<file path="src/rtl/kw_tile_gather.sv">
// kw_tile_gather: double-buffered collector of WIDTH_1-bit rows into WIDTH_0-row packed tiles
module kw_tile_gather #(
  parameter int WIDTH_0 = 4,
  parameter int WIDTH_1 = 8
) (
  input  logic                               clk,
  input  logic                               rst,
  input  logic                               in_valid,
  output logic                               in_ready,
  input  logic [WIDTH_1-1:0]                 in_row,
  input  logic                               in_last,
  output logic                               out_valid,
  input  logic                               out_ready,
  output logic [WIDTH_0-1:0][WIDTH_1-1:0]    out_tile,
  output logic [$clog2(WIDTH_0+1)-1:0]       out_rows
);
  localparam int CW = (WIDTH_0 > 1) ? $clog2(WIDTH_0) : 1;
  localparam int RW = $clog2(WIDTH_0 + 1);
  logic [WIDTH_0-1:0][WIDTH_1-1:0] bank_q [2];
  logic [WIDTH_0-1:0][WIDTH_1-1:0] bank_d [2];
  logic [RW-1:0] rows_q [2];
  logic [RW-1:0] rows_d [2];
  logic [1:0] full_q, full_d;
  logic wr_bank_q, wr_bank_d, rd_bank_q, rd_bank_d;
  logic [CW-1:0] row_cnt_q, row_cnt_d;
  logic in_acc, out_acc, tile_close;
  // handshakes and the presented tile come from registered state only
  always_comb begin
    in_ready   = !full_q[wr_bank_q];
    out_valid  = full_q[rd_bank_q];
    out_tile   = out_valid ? bank_q[rd_bank_q] : '0;
    out_rows   = out_valid ? rows_q[rd_bank_q] : '0;
    in_acc     = in_valid && in_ready;
    out_acc    = out_valid && out_ready;
    tile_close = in_last || (row_cnt_q == CW'(WIDTH_0 - 1));
  end
  // read side frees rd_bank while write side fills wr_bank; both firing always hit different banks
  always_comb begin
    bank_d    = bank_q;
    rows_d    = rows_q;
    full_d    = full_q;
    wr_bank_d = wr_bank_q;
    rd_bank_d = rd_bank_q;
    row_cnt_d = row_cnt_q;
    if (out_acc) begin
      full_d[rd_bank_q] = 1'b0;
      bank_d[rd_bank_q] = '0;
      rd_bank_d         = !rd_bank_q;
    end
    if (in_acc) begin
      bank_d[wr_bank_q][row_cnt_q] = in_row;
      full_d[wr_bank_q] = full_d[wr_bank_q] | tile_close;
      rows_d[wr_bank_q] = tile_close ? RW'(row_cnt_q) + RW'(1) : rows_d[wr_bank_q];
      wr_bank_d         = wr_bank_q ^ tile_close;
      row_cnt_d         = tile_close ? '0 : row_cnt_q + CW'(1);
    end
  end
  // state registers; reset drops partial and held tiles
  always_ff @(posedge clk or posedge rst) begin
    if (rst) begin
      bank_q    <= '{default: '0};
      rows_q    <= '{default: '0};
      full_q    <= '0;
      wr_bank_q <= 1'b0;
      rd_bank_q <= 1'b0;
      row_cnt_q <= '0;
    end else begin
      bank_q    <= bank_d;
      rows_q    <= rows_d;
      full_q    <= full_d;
      wr_bank_q <= wr_bank_d;
      rd_bank_q <= rd_bank_d;
      row_cnt_q <= row_cnt_d;
    end
  end
endmodule

</file>
<file path="config.mk">
export PLATFORM = sky130hd
export DESIGN_NAME = kw_tile_gather
export DESIGN_NICKNAME = d
export VERILOG_FILES = /design/src/rtl/kw_tile_gather.sv
export SDC_FILE = /design/constraint.sdc
export NUM_CORES = 1
export LEC_CHECK = 0
export CAP_MARGIN = 0
export CORE_UTILIZATION = 49
export DETAILED_ROUTE_END_ITERATION = 12
export GPL_TIMING_DRIVEN = 0
export HOLD_SLACK_MARGIN = 0.05
export PLACE_DENSITY = 0.73
export SYNTH_ARGS = -nofsm -noshare
export SYNTH_HDL_FRONTEND = slang
export SYNTH_SLANG_ARGS = --single-unit
</file>
<file path="constraint.sdc">
create_clock -name clk -period 2.35 [get_ports clk]
set_input_delay 0.3525 -clock clk [delete_from_list [all_inputs] [get_ports clk]]
set_output_delay 0.3525 -clock clk [all_outputs]
set_load 0.02 [all_outputs]
</file>
Word level (Yosys, flattened, before mapping). Cells that the tools add are included. W data, S select, Z words.

Bits in registers: 76. Output and inout bits: 37.

Add/sub/neg operators: 2. Magnitude comparators: 10. Eq/ne operators: 1. Muxes and demuxes: 38. Bitwise gates (word level): 8. Reductions and logical operators: 10.

Operators by type and width (count): $mux W32 (6); $mux W64 (2); $and A64 B64 Y64 (1); $bwmux W64 (1); $demux W32 S1 (2); $not A64 Y64 (1); $mux W3 (9); $demux W8 S2 (1); $mux W1 (8); $mux W8 (1); $logic_and A1 B1 Y1 (7); $bwmux W6 (1); $mux W2 (3); $ge A2 B2 Y1 const B (2); $lt A1 B2 Y1 const B (2); $lt A2 B1 Y1 const B (2); $not A1 Y2 (2); $add A2 B1 Y3 const B (1); $demux W3 S1 (1); $lt A2 B3 Y1 const B (1); $add A2 B1 Y2 const B (1); $and A2 B2 Y2 (1); $bwmux W2 (1); $demux W1 S1 (2); 8 further kinds (10).

Longest topological paths before layout. Gate-level depths: netlist of the first run.

Word-level depth: 12. Mapped depth: 6. Mapped depth without buffers: 5.

Least setup slack after synthesis of the first run. Ideal clock, no wire load.

Path kind: reg-to-output. Start point: reg full_q[0]. End point: out out_rows[0]. Arrival time: 1.241 ns. Required time: 1.997 ns. Setup slack: 0.757 ns. Cell stages (with the launch flop): 6. Path through: dfrtp_1 > buf_4 > nor2b_1 > a21oi_4 > buf_2 > nor2_1.

Cells in the longest elaborated chain, start to end: 3.

Ends and longest elaborated chain: start, declared (RTL line 23) `logic [1:0] full_q, full_d;`; start signal, assigned (RTL line 70) `full_q <= full_d;`; $mux W1 (not written as such) (2 in series) (RTL line 30) `out_valid = full_q[rd_bank_q];`; $mux W3 (RTL line 32) `out_rows = out_valid ? rows_q[rd_bank_q] : '0;`; end, declared (RTL line 15) `output logic [$clog2(WIDTH_0+1)-1:0] out_rows`.

No other way between the ends. The select of a mux whose other input is x is not followed.

==> results of run 1 <==
-- how the worst max path moves through the flow --
stage	startpoint	slack (ns)	cells past startpoint	endpoint
2_1_floorplan	rst	0.06	1	bank_q[0]$_DFF_PP0_
3_3_place_gp	rst	-1.12	2	bank_q[1]$_DFF_PP0_
3_5_place_dp	full_q[0]$_DFF_PP0_	0.11	6	out_tile[29]
4_1_cts	full_q[0]$_DFF_PP0_	0.06	5	out_tile[31]
5_1_grt	full_q[0]$_DFF_PP0_	0.04	6	out_tile[18]
6_report	full_q[0]$_DFF_PP0_	0.11	6	out_tile[19]
-- stage by stage --
step / instance area, um^2 / setup WS, ns / power (uW) / utilization, % / cells
floorplan: 3602 / 0.05917 / 3915 / - / 291
global placement: 4133 / -1.124 / 4620 / 59.51 / 428
detailed placement: 4163 / 0.1050 / 4708 / 59.95 / 429
CTS: 4365 / 0.05822 / 5767 / 62.86 / 446
global route: 4368 / 0.04180 / 6070 / 62.90 / 446
finish: 4368 / 0.1076 / 5734 / 62.90 / 446
-- flip-flops by register name (all words and copies together), names as in the netlist --
name	count
bank_q	64
full_q	2
rd_bank_q	1
row_cnt_q	2
rows_q	6
wr_bank_q	1
-- cells in the final DEF, fill, tap and decap left out, types with 6 or more instances in the layout --
cell type / n
sky130_fd_sc_hd__a22o_1: 64
sky130_fd_sc_hd__buf_1: 8
sky130_fd_sc_hd__buf_4: 13
sky130_fd_sc_hd__buf_6: 6
sky130_fd_sc_hd__clkbuf_8: 10
sky130_fd_sc_hd__dfrtp_1: 76
sky130_fd_sc_hd__dlygate4sd2_1: 35
sky130_fd_sc_hd__mux2i_1: 36
sky130_fd_sc_hd__nor2_1: 38
sky130_fd_sc_hd__nor2_4: 7
-- power by group through the flow --
| stage | clock network [uW] | logic, uW | registers [uW] |
|---|---|---|---|
| floorplan | 0 | 1830 | 2090 |
| global placement | 0 | 2460 | 2160 |
| detailed placement | 0 | 2530 | 2180 |
| CTS | 1110 | 2490 | 2160 |
| global route | 1180 | 2670 | 2220 |
| finish | 1100 | 2460 | 2170 |
-- timing repair --
action | CTS | global route
endpoints found under the hold margin | 0 | 0
endpoints found under the setup margin | 31 | 1
gates resized for setup | 42 | 1
buffers inserted | 1 | 0
-- layout make-up --
| cell class | instances | share of cell area [%] |
|---|---|---|
| multi-input cells | 184 | 34.66 |
| flip-flops and latches | 76 | 43.54 |
| well taps | 96 | 2.750 |
| inverters | 4 | 0.4010 |
| clock inverters | 4 | 1.661 |
| repair buffers | 43 | 9.252 |
| plain buffers | 27 | 4.411 |
| clock buffers | 12 | 3.323 |
-- layer usage --
metal / track usage (%) / wire [um] / up-vias / part of all wire (%)
li1: - / - / 1168 / -
met1: 34.80 / 3844 / 1311 / 47
met2: 33.19 / 3796 / 88 / 46
met3: 3.864 / 513 / 10 / 6.2
met4: 9.091 / 101 / 0 / 1.2
met5: 0 / 0 / - / 0
-- cells by family (layout without fill, tap and decap cells) --
| logic type | after synthesis | in the layout | synth area share, % |
|---|---|---|---|
| AO/OA/AOI/OAI | 71 | 71 | 17.26 |
| buffers and inverters | 31 | 90 | 5.245 |
| adder cells (fa/ha/maj) | 4 | 4 | 1.389 |
| multiplexers | 42 | 42 | 11.95 |
| AND/OR/NAND/NOR | 67 | 67 | 11.36 |
| flip-flops | 76 | 76 | 52.80 |
==> out/results.md, run 1 <==
STA
- **number of pins exceeding their max-slew limit in the final report** 0
- **clock period minus worst slack** 2.242 ns
- **Worst Clk Skew** 0.009982 ns
- **Max-Slew Margin vs Limit** 63.44%
- **Setup TNS Final** 0 ns
- **Hold Fails Final Rpt** 0
- **RSZ-0062 raised after global routing** false
- **Final Cycle Share** 95.42%
- **slew at the pin closest to its max-slew limit** 0.5484 ns
- **f_max** 0.4460 GHz
- **Post-Route Hold Slack** 0.3272 ns
- **Final setup viols** 0

Hold path
- **worst min-delay path category** input pin to asynchronous set/reset pin

Clock network
- **CTS tree** yes
- **CTS clk-pin slew, worst paths** 0.08 ns
- **number of buffers inserted by hold repair at cts** 0
- **maximum buffer depth of the clock tree** 2
- **CTS H-tree depth** 3
- **TritonCTS buffer count** 9
- **Worst-Skew Late Latency** 0.36 ns
- **clock root buffer** sky130_fd_sc_hd__clkbuf_8
- **Clock Sinks** 76

GRT
- **number of antenna violations at the first check in global routing** 0
- **overall global routing resource usage** 23.11%
- **via count of the first global-routing pass** 2494
- **total global routing overflow** 0
- **largest net degree at the start of global routing** 50
- **first-pass GRT wire length** 13.19 mm

Logic synthesis
- **biggest area contributors in the synthesized netlist** sky130_fd_sc_hd__dfrtp_1, sky130_fd_sc_hd__a22o_1, sky130_fd_sc_hd__mux2i_1, sky130_fd_sc_hd__nor2_1, sky130_fd_sc_hd__buf_4
- **largest area contributor in the synthesized netlist** sky130_fd_sc_hd__dfrtp_1
- **sequential-to-total area share from yosys stat** 52.80%
- **post-synth top area share** 52.80%
- **number of warnings reported in the yosys synthesis log** 0
- **synth unique cells** 32
- **synthesized cell area** 3602 um^2
- **most instantiated library cell after synthesis** sky130_fd_sc_hd__dfrtp_1
- **synthesized instance count** 291
- **most frequent cells after synthesis** sky130_fd_sc_hd__dfrtp_1, sky130_fd_sc_hd__a22o_1, sky130_fd_sc_hd__nor2_1, sky130_fd_sc_hd__mux2i_1, sky130_fd_sc_hd__buf_4
- **async set-reset flop share out of synthesis** 100.0%
- **number of enable flip-flop cells after synthesis** 0
- **synthesized net count** 308
- **syn_area_per_cell** 12.38 um^2
- **count of state elements after synthesis** 76
- **Main synth FF type** sky130_fd_sc_hd__dfrtp_1

Placement
- **Port Buffer Count** 41
- **detailed placement HPWL** 5.420 mm
- **routability cong.** 0.8150

Worst setup path
- **length in cells of the worst reg-to-reg path** 6
- **crit path max fanout** 10
- **Worst setup SP type** flop
- **kind of cell with the highest combined delay on the critical path** buffers and inverters
- **data arrival at the endpoint of the critical path** 1.89 ns
- **maximum single-stage delay on the critical path** 0.37 ns
- **kind of critical path** flop to output pin
- **startpoint of the most critical register-to-register path** row_cnt_q[0]$_DFFE_PP0N_
- **cell-by-cell listing of the critical path** buf_4 -> nor2b_2 -> a21oi_4 -> buf_4 -> nor2_1 -> dlygate4sd2_1
- **reg-to-reg endpoint** bank_q[51]$_DFF_PP0_
- **worst endpoint required time** 2.00 ns
- **Critical Path Most Common Cell** sky130_fd_sc_hd__buf_4
- **number of buffers and inverters on the critical path** 3
- **type of destination of the critical path** output pin
- **CP max stage cell** sky130_fd_sc_hd__dfrtp_1
- **Register-to-Register Setup Slack** 0.60 ns

Cells and area
- **number of nets in the layout** 362
- **share of final-layout standard cells stronger than drive strength 1** 15.14%
- **filler cell count in the final layout** 567
- **Inserted Diodes** 0
- **area growth from synthesis to final layout** 21.26%
- **multi-input logic area** 1514 um^2
- **sequential cell area in the final layout** 1902 um^2

Floorplanning
- **overall die area** 7698 um^2
- **top-level I/O count** 50
- **standard-cell rows** 30
- **vertical die dimension** 87.74 um
- **core box area** 6944 um^2
- **Die Span X** 87.74 um
- **starting density of the core** 51.87%

Power and ir drop
- **combinational power share** 42.8%
- **pwr dens** 1313 nW/um^2
- **sequential power share** 37.9%
- **power spent charging and discharging nets** 2087 uW
- **Switching Share** 36.40%
- **Leak** 0.002366 uW
- **Internal Pwr Total** 3647 uW
- **worst-case vdd ir drop** 0.7111 mV
- **part of the power in the clock network** 19.2%

Status
- **outcome** complete, no violations

Routing
- **antenna-violating nets left** 0
- **DRC violations left** 0
- **DRT Pass-1 Iters** 4
- **via total after detailed routing** 2577
- **sum of routed wire length over all layers** 8.256 mm
- **initial DRC count** 158
- **routed via count divided by cell count** 5.778
- **post-DR wirelength/cell** 18.51 um

Job
- **maximum capacitance violations** 0

Power figures use the tool's default switching activity.
==> run 2: changes to the inputs <==
--- a/config.mk
+++ b/config.mk
@@ -6,11 +6,11 @@
 export NUM_CORES = 1
 export LEC_CHECK = 0
 export CAP_MARGIN = 0
-export CORE_UTILIZATION = 49
+export CORE_UTILIZATION = 45
 export DETAILED_ROUTE_END_ITERATION = 12
 export GPL_TIMING_DRIVEN = 0
 export HOLD_SLACK_MARGIN = 0.05
-export PLACE_DENSITY = 0.73
+export PLACE_DENSITY = 0.67
 export SYNTH_ARGS = -nofsm -noshare
 export SYNTH_HDL_FRONTEND = slang
 export SYNTH_SLANG_ARGS = --single-unit
==> out/results.md, run 2 (same netlist as run 1, synthesis figures left out) <==
Cells and area
- **final design area excluding fillers** 4503 um^2
- **highest-count cells in the layout ignoring fill and taps** sky130_fd_sc_hd__dfrtp_1, sky130_fd_sc_hd__a22o_1, sky130_fd_sc_hd__nor2_1
- **Inserted Diodes** 0
- **number of nets in the layout** 366
- **registers with the highest flip-flop counts** bank_q: 64 flops, rows_q: 6 flops
- **commonest non-fill, non-tap cell in the layout** sky130_fd_sc_hd__dfrtp_1
- **share of final-layout standard cells stronger than drive strength 1** 17.00%
- **register bank with the most flops** bank_q
- **area growth from synthesis to final layout** 25.01%
- **final non-filler cell total** 455
- **flip-flop count of the largest register, all copies and words added** 64

Placement
- **routability cong.** 0.8018
- **detailed placement HPWL** 5.402 mm
- **total placed instance area** 4170 um^2
- **# placed instances** 435
- **Port Buffer Count** 41
- **dpl ws** 0.08670 ns

Power and ir drop
- **Internal Pwr Total** 3933 uW
- **part of the power in the clock network** 21.6%
- **Switching Share** 34.84%
- **worst-case vdd ir drop** 0.6751 mV
- **combinational power share** 42.5%
- **pwr dens** 1340 nW/um^2
- **Leak** 0.002488 uW
- **sequential power share** 35.9%
- **power spent charging and discharging nets** 2102 uW

Worst setup path
- **CP max stage cell** sky130_fd_sc_hd__clkdlybuf4s50_1
- **kind of cell with the highest combined delay on the critical path** buffers and inverters
- **worst endpoint required time** 2.00 ns
- **maximum single-stage delay on the critical path** 0.53 ns
- **Critical Path Most Common Cell** sky130_fd_sc_hd__buf_4
- **crit path max fanout** 10
- **Worst setup SP type** flop
- **cell-by-cell listing of the critical path** buf_4 -> nor2b_2 -> a21oi_4 -> buf_4 -> nor2_1 -> clkdlybuf4s50_1
- **type of destination of the critical path** output pin
- **length in cells of the worst reg-to-reg path** 6
- **Register-to-Register Setup Slack** 0.58 ns
- **kind of critical path** flop to output pin
- **data arrival at the endpoint of the critical path** 2.09 ns
- **number of buffers and inverters on the critical path** 3
- **logic depth of the worst path, buffers included** 6

Routing
- **sum of routed wire length over all layers** 8.204 mm
- **DRC violations left** 0
- **post-DR wirelength/cell** 18.03 um
- **routed via count divided by cell count** 5.596
- **antenna-violating nets left** 0
- **DRT Pass-1 Iters** 4
- **via total after detailed routing** 2546
- **initial DRC count** 111

STA
- **Worst Clk Skew** 0.01095 ns
- **clock period minus worst slack** 2.440 ns
- **number of pins exceeding their max-slew limit in the final report** 0
- **f_max** 0.4098 GHz
- **Post-Route Hold Slack** 0.3196 ns
- **slew at the pin closest to its max-slew limit** 0.5481 ns
- **Final Cycle Share** 103.8%
- **RSZ-0062 raised after global routing** true
- **Final setup viols** 7
- **Max-Slew Margin vs Limit** 63.46%
- **Hold Fails Final Rpt** 0
- **least setup slack across all paths after layout** -0.09018 ns

GRT
- **number of antenna violations at the first check in global routing** 0
- **overall global routing resource usage** 21.59%
- **via count of the first global-routing pass** 2481
- **largest net degree at the start of global routing** 53
- **total global routing overflow** 0
- **first-pass GRT wire length** 13.70 mm

Clock network
- **CTS tree** yes
- **Clock Sinks** 76
- **clock root buffer** sky130_fd_sc_hd__clkbuf_8
- **number of buffers inserted by hold repair at cts** 0
- **CTS H-tree depth** 3
- **Worst-Skew Late Latency** 0.35 ns
- **CTS clk-pin slew, worst paths** 0.08 ns
- **maximum buffer depth of the clock tree** 2
- **TritonCTS buffer count** 9

Floorplanning
- **core box area** 7727 um^2
- **starting density of the core** 46.62%
- **Die Span X** 91.47 um
- **standard-cell rows** 32
- **top-level I/O count** 50
- **vertical die dimension** 91.47 um
- **overall die area** 8367 um^2

Status
- **outcome** complete, but fails checks
- **violated checks** setup timing

Job
- **maximum capacitance violations** 0

Hold path
- **worst min-delay path category** input pin to asynchronous set/reset pin

[run 2: cell types whose count changed in the layout (fill, tap and decap cells not counted), sizes merged]
cell,change
dlygate4sd2,-27
dlymetal6s2s,+11
clkdlybuf4s15,+8
clkdlybuf4s50,+7
buf,+4
bufinv,+2
clkbuf,-2
clkinv,+1
clkinvlp,-1
[run 2: final cells by class]
| cell class | count | area, um^2 |
|---|---|---|
| Buffer | 27 | 188.9 |
| Sequential cell | 76 | 1903 |
| Timing Repair Buffer | 47 | 490.5 |
| Clock inverter | 6 | 137.6 |
| Tap cell | 102 | 127.6 |
| Clock buffer | 9 | 123.9 |
| Inverter | 4 | 17.52 |
| Fill cell | 644 | 3224 |
| Multi-Input combinational cell | 184 | 1514 |
[run 2: per-stage QoR]
stage	total power, uW	utilization, %	TNS [ns]
global route	6393	58.27	-1.203
global placement	4640	53.58	-87.37
floorplan	3915	-	0
CTS	6043	57.61	-2.755
finish	6035	58.27	-0.5970
detailed placement	4695	53.97	0
[run 2: final timing paths]
check / to / from
worst min-delay path: bank_q[49]$_DFF_PP0_ / rst
max in group asynchronous: bank_q[35]$_DFF_PP0_ / rst
worst min register to register: rows_q[5]$_DFFE_PP0P_ / rows_q[5]$_DFFE_PP0P_
worst max-delay path: out_tile[19] / full_q[0]$_DFF_PP0_
worst max register to register: bank_q[48]$_DFF_PP0_ / row_cnt_q[0]$_DFFE_PP0N_
min in group clk: rows_q[5]$_DFFE_PP0P_ / rows_q[5]$_DFFE_PP0P_
[run 2: worst register-to-register path, stage by stage, from the launching register on]
cell and delay [ns]:
sky130_fd_sc_hd__dfrtp_1 0.42, sky130_fd_sc_hd__inv_1 0.15, sky130_fd_sc_hd__ha_1 0.19, sky130_fd_sc_hd__nor4bb_1 0.37, sky130_fd_sc_hd__buf_4 0.25, sky130_fd_sc_hd__nor2_4 0.08, sky130_fd_sc_hd__a22o_1 0.20
[run 2: layer usage]
| layer | part of all wire, % | vias up | global-route usage (%) | wire length [um] |
|---|---|---|---|---|
| li1 | - | 1181 | - | - |
| met1 | 47 | 1284 | 32.26 | 3833 |
| met2 | 46 | 75 | 31.39 | 3780 |
| met3 | 6.3 | 6 | 5.360 | 519 |
| met4 | 0.87 | 0 | 5.159 | 71 |
| met5 | 0 | - | 0 | 0 |
[run 2: repair_timing]
| action | 4_1_cts | 5_1_grt |
|---|---|---|
| buffers inserted | 3 | 2 |
| resized for setup | 24 | 22 |
| hold endpoints to repair | 0 | 0 |
| setup endpoints to repair | 35 | 20 |
[run 2: power by group through the flow]
| stage | clock, uW | sequential [uW] | combinational (uW) |
|---|---|---|---|
| after detailed placement | 0 | 2170 | 2520 |
| after global placement | 0 | 2150 | 2490 |
| final | 1300 | 2170 | 2570 |
| after floorplan | 0 | 2090 | 1830 |
| after global routing | 1370 | 2230 | 2790 |
| after CTS | 1320 | 2160 | 2560 |
==> run 3: changes to the inputs <==
--- a/config.mk
+++ b/config.mk
@@ -7,6 +7,7 @@
 export LEC_CHECK = 0
 export CAP_MARGIN = 0
 export CORE_UTILIZATION = 45
+export CTS_CLUSTER_DIAMETER = 50
 export DETAILED_ROUTE_END_ITERATION = 12
 export GPL_TIMING_DRIVEN = 0
 export HOLD_SLACK_MARGIN = 0.05
==> results of run 3 <==
Final layout, timing and power as in run 2 (identical DEF).
